### src/rtl/alu_z_buffer_if.sv
// Handshake and head-entry bus between the ALU result producer, the Z buffer and the datapath consumer.
interface alu_z_buffer_if #(
  parameter int DATA_WIDTH = 32,
  parameter int CNT_WIDTH  = 2
);
  logic                  in_valid;
  logic                  in_ready;
  logic [DATA_WIDTH-1:0] in_lo;
  logic [DATA_WIDTH-1:0] in_hi;
  logic                  in_wide;
  logic                  out_valid;
  logic                  out_ready;
  logic [DATA_WIDTH-1:0] ZLow;
  logic [DATA_WIDTH-1:0] ZHigh;
  logic [CNT_WIDTH-1:0]  count;
  logic                  z_zero;
  logic                  z_neg;

  modport master (
    output in_valid, in_lo, in_hi, in_wide, out_ready,
    input  in_ready, out_valid, ZLow, ZHigh, count, z_zero, z_neg
  );

  modport slave (
    input  in_valid, in_lo, in_hi, in_wide, out_ready,
    output in_ready, out_valid, ZLow, ZHigh, count, z_zero, z_neg
  );
endinterface

### src/rtl/alu_z_buffer.sv
// Small FIFO of Z-register entries (ZLow/ZHigh) between the ALU units and bus write-back.
// Define ALU_Z_FLAGS_EN to store per-entry zero/sign flags; otherwise z_zero/z_neg are tied to 0.
module alu_z_buffer #(
  parameter int DATA_WIDTH = 32,
  parameter int DEPTH      = 2,
  parameter int CNT_WIDTH  = 2
) (
  input logic            clk,
  input logic            clr,
  alu_z_buffer_if.slave  zb
);
  localparam int PTR_W = $clog2(DEPTH);

  logic [PTR_W-1:0]     wr_ptr_reg, wr_ptr_next;
  logic [PTR_W-1:0]     rd_ptr_reg, rd_ptr_next;
  logic [CNT_WIDTH-1:0] count_reg, count_next;

  logic [DEPTH-1:0][DATA_WIDTH-1:0] lo_q;
  logic [DEPTH-1:0][DATA_WIDTH-1:0] hi_q;

  logic                  push;
  logic                  pop;
  logic [DATA_WIDTH-1:0] hi_in;

  // Readiness comes from registered occupancy only, so a full buffer never takes a push even while popping.
  assign zb.in_ready  = (count_reg != CNT_WIDTH'(DEPTH));
  assign zb.out_valid = (count_reg != '0);
  assign zb.count     = count_reg;

  assign push  = zb.in_valid && zb.in_ready;
  assign pop   = zb.out_valid && zb.out_ready;
  assign hi_in = zb.in_wide ? zb.in_hi : '0;

  always_comb begin
    wr_ptr_next = wr_ptr_reg;
    rd_ptr_next = rd_ptr_reg;
    count_next  = count_reg;
    if (push) begin
      wr_ptr_next = wr_ptr_reg + PTR_W'(1);
    end
    if (pop) begin
      rd_ptr_next = rd_ptr_reg + PTR_W'(1);
    end
    case ({push, pop})
      2'b10:   count_next = count_reg + CNT_WIDTH'(1);
      2'b01:   count_next = count_reg - CNT_WIDTH'(1);
      default: count_next = count_reg;
    endcase
  end

  always_ff @(posedge clk or posedge clr) begin
    if (clr) begin
      wr_ptr_reg <= '0;
      rd_ptr_reg <= '0;
      count_reg  <= '0;
    end else begin
      wr_ptr_reg <= wr_ptr_next;
      rd_ptr_reg <= rd_ptr_next;
      count_reg  <= count_next;
    end
  end

  // Entries are discrete registers so clr can wipe them asynchronously and the head reads combinationally.
  genvar gi;
  generate
    for (gi = 0; gi < DEPTH; gi++) begin : g_entry
      logic [DATA_WIDTH-1:0] lo_reg;
      logic [DATA_WIDTH-1:0] hi_reg;

      always_ff @(posedge clk or posedge clr) begin
        if (clr) begin
          lo_reg <= '0;
          hi_reg <= '0;
        end else if (push && (wr_ptr_reg == PTR_W'(gi))) begin
          lo_reg <= zb.in_lo;
          hi_reg <= hi_in;
        end
      end

      assign lo_q[gi] = lo_reg;
      assign hi_q[gi] = hi_reg;
    end
  endgenerate

  assign zb.ZLow  = zb.out_valid ? lo_q[rd_ptr_reg] : '0;
  assign zb.ZHigh = zb.out_valid ? hi_q[rd_ptr_reg] : '0;

`ifdef ALU_Z_FLAGS_EN
  logic [DEPTH-1:0] zero_q;
  logic [DEPTH-1:0] neg_q;
  logic             zero_in;
  logic             neg_in;

  assign zero_in = ({hi_in, zb.in_lo} == '0);
  assign neg_in  = zb.in_wide ? zb.in_hi[DATA_WIDTH-1] : zb.in_lo[DATA_WIDTH-1];

  generate
    for (gi = 0; gi < DEPTH; gi++) begin : g_flags
      logic zero_reg;
      logic neg_reg;

      always_ff @(posedge clk or posedge clr) begin
        if (clr) begin
          zero_reg <= 1'b0;
          neg_reg  <= 1'b0;
        end else if (push && (wr_ptr_reg == PTR_W'(gi))) begin
          zero_reg <= zero_in;
          neg_reg  <= neg_in;
        end
      end

      assign zero_q[gi] = zero_reg;
      assign neg_q[gi]  = neg_reg;
    end
  endgenerate

  assign zb.z_zero = zb.out_valid && zero_q[rd_ptr_reg];
  assign zb.z_neg  = zb.out_valid && neg_q[rd_ptr_reg];
`else
  assign zb.z_zero = 1'b0;
  assign zb.z_neg  = 1'b0;
`endif

endmodule

### src/flat_wrapper.sv
// flat-port wrapper written by rule: the top's interface ports become plain ports
module alu_z_buffer_flat 
#(
  parameter int DATA_WIDTH = 32,
  parameter int DEPTH      = 2,
  parameter int CNT_WIDTH  = 2
)
  (clk, clr, zb_in_valid, zb_in_lo, zb_in_hi, zb_in_wide, zb_out_ready, zb_in_ready, zb_out_valid, zb_ZLow, zb_ZHigh, zb_count, zb_z_zero, zb_z_neg);
  alu_z_buffer_if #(.DATA_WIDTH(DATA_WIDTH), .CNT_WIDTH(CNT_WIDTH)) zb_i ();
  input logic clk;
  input logic clr;
  input wire logic [$bits(zb_i.in_valid)-1:0] zb_in_valid;
  input wire logic [$bits(zb_i.in_lo)-1:0] zb_in_lo;
  input wire logic [$bits(zb_i.in_hi)-1:0] zb_in_hi;
  input wire logic [$bits(zb_i.in_wide)-1:0] zb_in_wide;
  input wire logic [$bits(zb_i.out_ready)-1:0] zb_out_ready;
  output wire logic [$bits(zb_i.in_ready)-1:0] zb_in_ready;
  output wire logic [$bits(zb_i.out_valid)-1:0] zb_out_valid;
  output wire logic [$bits(zb_i.ZLow)-1:0] zb_ZLow;
  output wire logic [$bits(zb_i.ZHigh)-1:0] zb_ZHigh;
  output wire logic [$bits(zb_i.count)-1:0] zb_count;
  output wire logic [$bits(zb_i.z_zero)-1:0] zb_z_zero;
  output wire logic [$bits(zb_i.z_neg)-1:0] zb_z_neg;
  assign zb_i.in_valid = zb_in_valid;
  assign zb_i.in_lo = zb_in_lo;
  assign zb_i.in_hi = zb_in_hi;
  assign zb_i.in_wide = zb_in_wide;
  assign zb_i.out_ready = zb_out_ready;
  assign zb_in_ready = zb_i.in_ready;
  assign zb_out_valid = zb_i.out_valid;
  assign zb_ZLow = zb_i.ZLow;
  assign zb_ZHigh = zb_i.ZHigh;
  assign zb_count = zb_i.count;
  assign zb_z_zero = zb_i.z_zero;
  assign zb_z_neg = zb_i.z_neg;
  alu_z_buffer #(.DATA_WIDTH(DATA_WIDTH), .DEPTH(DEPTH), .CNT_WIDTH(CNT_WIDTH)) u_core (.clk(clk), .clr(clr), .zb(zb_i));
endmodule
### config.mk
export PLATFORM = sky130hd
export DESIGN_NAME = alu_z_buffer_flat
export DESIGN_NICKNAME = d
export VERILOG_FILES = /design/src/rtl/alu_z_buffer_if.sv /design/src/rtl/alu_z_buffer.sv /design/src/flat_wrapper.sv
export SDC_FILE = /design/constraint.sdc
export NUM_CORES = 1
export LEC_CHECK = 0
export CAP_MARGIN = 10
export CORE_MARGIN = 2
export CORE_UTILIZATION = 50
export CTS_CLUSTER_DIAMETER = 200
export DETAILED_ROUTE_END_ITERATION = 10
export MAX_ROUTING_LAYER = met4
export PLACE_DENSITY = 0.74
export SETUP_SLACK_MARGIN = 0.15
export SKIP_CTS_REPAIR_TIMING = 1
export SLEW_MARGIN = 20
export SYNTH_ARGS = -nofsm -noshare
export SYNTH_HDL_FRONTEND = slang
export SYNTH_SLANG_ARGS = --single-unit
### constraint.sdc
create_clock -name clk -period 5.3 [get_ports clk]
set_input_delay 0.795 -clock clk [delete_from_list [all_inputs] [get_ports clk]]
set_output_delay 0.795 -clock clk [all_outputs]
set_load 0.01 [all_outputs]
==> summary.md <==
| Metric | Value |
|---|---|
| YS warnings | `0` |
| Worst Clk Skew | `6.51 ps` |
| Total CTS buffers | `17` |
| Pleak | `4.14 nW` |
| Final-stage net count | `669` |
| Max Cap Viol | `0` |
| Clk pin slew, worst setup/hold paths | `60 ps` |
| Area growth syn-to-layout | `27.8%` |
| Layout cells sized above 1 | `27.4%` |
| First-pass GRT wire length | `22.6 mm` |
| Worst slack, placed | `2160 ps` |
| Maximum vdd drop | `347 uV` |
| Mapped Cells | `469` |
| DPL Wire Length | `8.78 mm` |
| Main flop type after synthesis | `dfrtp_1` |
| Most common cell in the netlist | `dfrtp_1` |
| H-tree Lvls | `4` |
| RSZ-0062 raised after global routing | `false` |
| Routability congestion estimate | `0.786` |
| Placed insts | `756` |
| CP Capture Type | `primary output` |
| Worst Path Class, Setup | `reg -> out` |
| GRT Util Overall | `20.8%` |
| Via count | `3,982` |
| Clock latency on the worst-skew pair | `410 ps` |
| Seq cells post-synth | `132` |
| CTS Root Cell | `clkbuf_16` |
| Vias in the first global route | `4,314` |
| Wire per inst | `17.6 um` |
| CTS tree | `yes` |
| Status | `finished clean` |
| Final Max Slew Viols | `0` |
| Final Hold Fails | `0` |
| Post-route ant nets | `0` |
| CP startpoint kind | `register` |
| Initial Util | `51.2%` |
| N_diodes | `0` |
| Synth top area share | `48.9%` |
| Post-synth ARST share | `100%` |
| Tmin final | `3520 ps` |
| IO buf count | `136` |
| FMAX | `284 MHz` |
| Initial antenna violation count | `0` |
| Largest net degree at the start of global routing | `60` |
| CP Max Fanout | `39` |
| Req. time, crit path | `4510 ps` |
| Cell Rows | `42` |
| Pwr dens | `675 nW/um2` |
| Hold Crit Class | `reg -> reg` |
| Mean Syn Cell Area | `14.4 um2` |
| Top area cells in the synthesized netlist | `dfrtp_1, mux2_4, mux2i_1` |
| WP data arrival | `2730 ps` |
| Worst slew pin tran | `1030 ps` |
| Overflow after GRT | `0` |
| Die area | `14,400 um2` |
| DR DRC count | `0` |
| Final worst slack | `1780 ps` |
| I/O Pins | `139` |
| Synth top cells by count | `dfrtp_1, mux2_4, nor2_1` |
| Mapped cell area | `6750 um2` |
| Core Region | `13,200 um2` |
| Sequential fraction of the synthesis area | `48.9%` |
| Post-synth EDFFs | `0` |
| Hold Slack | `503 ps` |
| Post-synthesis cell type count | `21` |
| Die X | `120 um` |
| Area leader, netlist | `dfrtp_1` |
| Slew Limit Headroom | `31.6%` |
| Setup Viol. Count Final | `0` |
| Iteration-0 DRC Markers | `198` |
| Sum Neg Setup Slack | `0 ps` |
| Final worst path period share | `66.5%` |
| Worst-case clock buffer depth | `2` |
| Vias per cell | `5.07` |
| 1st-pass router iterations | `4` |
| Post-route insts no fill | `786` |
| Die height | `120 um` |
| Setup slack, reg-to-reg | `2870 ps` |
| Routed wire length | `13.8 mm` |
| Clock sink count | `132` |
cell type report:
type | instances | area (um2)
fillers | 969 | 4560
clock inverters | 3 | 42.5
clock buffers | 27 | 523
flip-flops and latches | 132 | 3310
well taps | 176 | 220
repair buffers | 143 | 1430
multi-input cells | 303 | 3090
inverters | 2 | 10.0
per-layer routing:
| metal | GRT usage [%] | up-vias | wire (um) |
|---|---|---|---|
| met5 | - | - | 0 |
| met4 | 6.47 | 0 | 167 |
| met3 | 5.94 | 17 | 679 |
| met2 | 31.0 | 98 | 6440 |
| met1 | 27.8 | 2019 | 6530 |
| li1 | - | 1848 | - |
placed cells by master (no fill, tap or decap):
cell type and count:
clkinvlp_4 1, and2_1 33, inv_1 1, dfrtp_1 131, nand2_1 1, clkbuf_8 6
buf_4 6, nand2b_4 1, clkdlybuf4s50_1 135, mux2_4 120, bufinv_16 1, inv_4 1
nand3b_1 1, buf_16 1, and3_4 1, clkinv_2 1, xnor2_1 3, clkbuf_16 17
nor2_4 1, nor2_1 65, xor2_1 2, clkbuf_1 4, mux2_2 8, mux2i_1 64
buf_2 1, conb_1 2, ha_1 1, dfrtp_4 1
kinds of logic (layout without fill, tap and decap cells):
kind of cell             Yosys count  in the layout  synth area share (%)
flip-flops                       132            132                  48.9
multiplexers                     192            192                  37.5
AND/OR/NAND/NOR                  103            103                  7.26
XOR/XNOR                           5              5                 0.649
adder cells (fa/ha/maj)            1              1                 0.185
buffers and inverters             35            175                  5.41
other                              1              2                0.0555
through the flow:
stage	util (%)	cell area [um2]	total power, mW
3_3_place_gp	60.9	8040	4.65
6_report	65.4	8630	5.82
2_1_floorplan	-	6760	3.73
5_1_grt	65.4	8630	6.15
3_5_place_dp	61.1	8070	4.72
4_1_cts	65.4	8630	5.87
worst max-delay path, cell delays in order, from the launching register on:
cell and delay (ps):
dfrtp_1 460, nor2_4 780, buf_4 440, nor2_1 120, clkdlybuf4s50_1 490
power by group:
| part | switching [mW] | total, mW | leakage [nW] | internal, mW |
|---|---|---|---|---|
| clock | 0.399 | 1.11 | 0.276 | 0.714 |
| sequential | 0.359 | 1.86 | 1.62 | 1.50 |
| combinational | 1.09 | 2.85 | 2.24 | 1.77 |
| total | 1.84 | 5.82 | 4.14 | 3.98 |
final timing paths:
check,cells past startpoint,from,endpoint
min,1,u_core.g_entry[1].hi_reg[29],u_core.g_entry[1].hi_reg[29]
min in group asynchronous,2,clr,u_core.g_entry[0].lo_reg[19]
max in group asynchronous,3,clr,u_core.g_entry[0].lo_reg[18]
min reg2reg,1,u_core.g_entry[1].hi_reg[29],u_core.g_entry[1].hi_reg[29]
max reg2reg,4,u_core.zb.count[0],u_core.g_entry[1].lo_reg[12]
max,4,u_core.zb.count[1],zb_ZHigh[0]
Power figures use the tool's default switching activity.
